$ cat src/rtl/pipe_stage_skid.sv
// Handshaked pipeline register with a 2-entry skid buffer, registered in_ready,
// synchronous bubble-injecting flush and a saturating bubble counter.
module pipe_stage_skid #(
    parameter int unsigned            DATA_W      = 64,
    parameter int unsigned            CTRL_W      = 24,
    parameter logic [CTRL_W-1:0]      CTRL_BUBBLE = '0,
    parameter int unsigned            CNT_W       = 16
) (
    input  logic              CLK,
    input  logic              RST,
    input  logic              in_valid,
    output logic              in_ready,
    input  logic [DATA_W-1:0] in_data,
    input  logic [CTRL_W-1:0] in_ctrl,
    input  logic              flush,
    output logic              out_valid,
    input  logic              out_ready,
    output logic [DATA_W-1:0] out_data,
    output logic [CTRL_W-1:0] out_ctrl,
    output logic [1:0]        occupancy,
    output logic [CNT_W-1:0]  bubble_cnt
);

    localparam logic [CNT_W-1:0] CNT_ONE = CNT_W'(1);

    logic              m_valid;
    logic [DATA_W-1:0] m_data;
    logic [CTRL_W-1:0] m_ctrl;
    logic              s_valid;
    logic [DATA_W-1:0] s_data;
    logic [CTRL_W-1:0] s_ctrl;
    logic              accept;
    logic              drain;

    assign in_ready  = !s_valid;
    assign out_valid = m_valid;
    assign out_data  = m_data;
    assign out_ctrl  = m_valid ? m_ctrl : CTRL_BUBBLE;
    assign occupancy = {1'b0, m_valid} + {1'b0, s_valid};

    assign accept = in_valid && in_ready;
    assign drain  = m_valid && out_ready;

    // S is only ever occupied while M is, so three cases cover every state.
    always_ff @(posedge CLK or negedge RST) begin
        if (!RST) begin
            m_valid <= 1'b0;
            m_data  <= '0;
            m_ctrl  <= CTRL_BUBBLE;
            s_valid <= 1'b0;
            s_data  <= '0;
            s_ctrl  <= CTRL_BUBBLE;
        end else if (flush) begin
            m_valid <= 1'b0;
            m_ctrl  <= CTRL_BUBBLE;
            s_valid <= 1'b0;
            s_ctrl  <= CTRL_BUBBLE;
        end else if (!m_valid) begin
            if (accept) begin
                m_valid <= 1'b1;
                m_data  <= in_data;
                m_ctrl  <= in_ctrl;
            end
        end else if (!s_valid) begin
            if (drain && accept) begin
                m_data <= in_data;
                m_ctrl <= in_ctrl;
            end else if (drain) begin
                m_valid <= 1'b0;
            end else if (accept) begin
                s_valid <= 1'b1;
                s_data  <= in_data;
                s_ctrl  <= in_ctrl;
            end
        end else if (drain) begin
            m_data  <= s_data;
            m_ctrl  <= s_ctrl;
            s_valid <= 1'b0;
        end
    end

    always_ff @(posedge CLK or negedge RST) begin
        if (!RST) begin
            bubble_cnt <= '0;
        end else if (out_ready && !m_valid && (bubble_cnt != '1)) begin
            bubble_cnt <= bubble_cnt + CNT_ONE;
        end
    end

endmodule

$ cat config.mk
export PLATFORM = sky130hd
export DESIGN_NAME = pipe_stage_skid
export DESIGN_NICKNAME = d
export VERILOG_FILES = /design/src/rtl/pipe_stage_skid.sv
export SDC_FILE = /design/constraint.sdc
export NUM_CORES = 1
export LEC_CHECK = 0
export ABC_AREA = 1
export CORE_ASPECT_RATIO = 0.5
export CORE_MARGIN = 4
export CORE_UTILIZATION = 55
export DETAILED_ROUTE_END_ITERATION = 12
export PLACE_DENSITY = 0.86
export SKIP_CTS_REPAIR_TIMING = 1
export SYNTH_ARGS = -nofsm -noshare
export SYNTH_HDL_FRONTEND = slang
export SYNTH_SLANG_ARGS = --single-unit
export TNS_END_PERCENT = 50
$ cat constraint.sdc
create_clock -name CLK -period 2.85 [get_ports CLK]
set_clock_uncertainty 0.1 [all_clocks]
set_input_delay 0.7125 -clock CLK [delete_from_list [all_inputs] [get_ports CLK]]
set_output_delay 0.7125 -clock CLK [all_outputs]
set_load 0.05 [all_outputs]
==> impl_metrics.py <==
metrics = {
    "critical_path": {
        "cp.depth": 2,
        "arrival_ns": 1.86,
        "cp_slowest_cell": "clkdlybuf4s50_1",
        "cp_max_fo": 7,
        "crit_path_max_incr_delay_ns": 0.82,
        "critPathRequiredTime_ns": 2.04,
        "cp_num_buf_inv": 2,
        "worst_setup_path_end_kind": "primary output",
        "cp_top_family": "buffers and inverters",
        "cp-start-kind": "flop",
        "rr_worst_depth": 8,
        "worst-setup-path-type": "reg -> out",
        "path_cells": "inv_1, clkdlybuf4s50_1",
    },
    "finish": {
        "drive_above_1_share": 0.0670,
        "final_cell_mix": "nand2_1 (279), dfrtp_1 (194), clkdlybuf4s50_1 (172)",
        "nets": 1381,
        "finalNonFillerCells": 1502,
        "syn_to_final_growth_pct": 35.1,
        "nFillCells": 1091,
        "antennaDiodeCount": 0,
        "fin_area_um2": 11900,
        "layout_commonest_cell": "nand2_1",
    },
    "global_routing": {
        "grt_max_degree": 76,
        "overflow": 0,
        "grt_pass1_vias": 8129,
        "track_usage": 0.256,
        "grt_pass1_wl_mm": 38.9,
        "antenna_found_initial": 0,
    },
    "detailed_routing": {
        "drtPass1Iterations": 6,
        "drt-total-wl_mm": 22.9,
        "drtIter0Drc": 580,
        "wl_per_cell_um": 15.3,
        "vias": 8055,
        "remaining_drc_errors": 0,
        "wl_met2_mm": 12.1,
        "routedLengthMet1_mm": 9.21,
        "routed.top_layer": "met4",
        "antenna_left": 0,
        "wl_met3_mm": 1.34,
        "viasPerCell": 5.36,
    },
    "timing": {
        "rsz0062_at_grt": "false",
        "final_max_slew_viol_count": 0,
        "setup_viol": 0,
        "period_share": 0.937,
        "max_freq_mhz": 374,
        "maxSlewHeadroom": 0.603,
        "hold_viol_final": 0,
        "worst_slew_pin_slew_ns": 0.596,
        "period_needed_ns": 2.67,
        "fin_tns_setup_ns": 0,
    },
    "logic_synthesis": {
        "syn_nets": 1207,
        "synth_seq_cells": 194,
        "synth_warnings": 0,
        "netlist_area_um2": 8840,
        "synth_fa_ha_area_frac": 0.00425,
        "avgSynthCellArea_um2": 7.96,
        "ys_seq_area_frac": 0.549,
        "muxShareOfSynthArea": 0.00113,
        "syn_inst": 1111,
        "synth_compound_area_frac": 0.145,
        "synth_top_family_by_area": "simple AND/OR/NAND/NOR gates",
        "yosysUniqueCellTypes": 24,
        "synth-xor-area-share": 0.00495,
        "synth-simple-area-share": 0.208,
    },
    "clock_tree": {
        "cts_inserted_buffers": 17,
        "h-tree-depth": 4,
        "worstSkewPairLatency_ns": 0.43,
        "root_buffer": "clkbuf_16",
        "cts_tree": "done",
        "clk_pin_slew_worst_paths_ns": 0.08,
        "clockBufferDepth": 2,
        "cts.sink_count": 194,
    },
    "die": {
        "fp.dieArea_um2": 18300,
        "start_util": 0.568,
        "die_w_um": 187,
        "dieHeight_um": 97.7,
        "coreArea_um2": 15600,
        "num_rows": 32,
        "io_pins": 201,
    },
    "placement": {
        "place_area_um2": 11300,
        "routabilityCongestion": 0.839,
        "numPortBuffers": 200,
        "dp_cells": 1470,
        "hpwl_mm": 15.6,
    },
    "power_and_ir_drop": {
        "finalPower_mw": 9.58,
        "p_per_area_nw_per_um2": 802,
        "peakVddDrop_v": 0.000635,
        "power_leakage_nw": 5.45,
    },
    "min_path": {
        "min_path_type": "in -> async",
    },
    "status": {
        "status": "finished, final reports clean",
    },
    "job": {
        "drv_cap": 0,
    },
}
final cells by class:
class                           count  area [µm²]  share of cell area
Sequential cell                   194        4850               0.407
Timing Repair Buffer              219        2520               0.211
Multi-Input combinational cell    733        3230               0.271
Clock buffer                       18         439              0.0368
Inverter                          120         453              0.0379
Clock inverter                     14         189              0.0158
Tap cell                          204         255              0.0214
cells by family (layout without fill, tap and decap cells):
kind of cell,after synthesis,after routing
AOI/OAI and AO/OA,254,254
xor gates and xnor gates,5,5
adders and majority gates,3,3
buffers and inverters,184,371
DFF,194,194
muxes,1,1
and+or+nand+nor,470,470
metal layers:
layer,global-route usage,up-vias
met1,0.327,3885
met5,0,-
met4,0.0698,0
li1,-,3865
met2,0.450,277
met3,0.0499,28
stage by stage:
stage          hold WS (ns)  worst slack [ns]   util
4_1_cts               0.217             0.170  0.767
2_1_floorplan         0.317             0.369      -
5_1_grt               0.244             0.120  0.767
3_5_place_dp          0.394             0.378  0.726
6_report              0.203             0.179  0.767
3_3_place_gp          0.374             0.437  0.726
cells in the mapped netlist, drive strengths merged:
master,count,area share
nand2,280,0.12
dfrtp,194,0.55
o21ai,164,0.093
nor2,144,0.062
inv,120,0.051
a21oi,85,0.048
buf,45,0.028
nand3,36,0.020
clkbuf,19,0.0081
nand4,8,0.0057
o211ai,4,0.0034
ha,3,0.0042
xnor2,3,0.0030
xor2,2,0.0020
and2,1,0.00071
mux2i,1,0.0011
nor3,1,0.00057
o21a,1,0.00085
path summary, 6_finish.rpt:
path	from	endpoint	slack, ns
worst max-delay path	s_valid	in_ready	0.18
worst min-delay path	RST	out_data[18]	0.20
worst max register to register	out_valid	out_data[25]	0.70
worst min register to register	m_ctrl[0]	m_ctrl[0]	0.41
max in group asynchronous	RST	s_data[42]	1.71
min in group CLK	m_ctrl[0]	m_ctrl[0]	0.41
registers in the layout, summed over array words and instances (netlist names):
register / count
out_valid: 1
s_ctrl: 24
out_data: 64
s_valid: 1
m_ctrl: 24
bubble_cnt: 16
s_data: 64
report_power, final:
group | internal, mW | leakage [nW] | switching [mW]
Sequential | 3.41 | 2.33 | 0.346
Combinational | 1.12 | 2.81 | 2.13
Clock | 1.44 | 0.308 | 1.12
(Power assumes the default switching activity.)
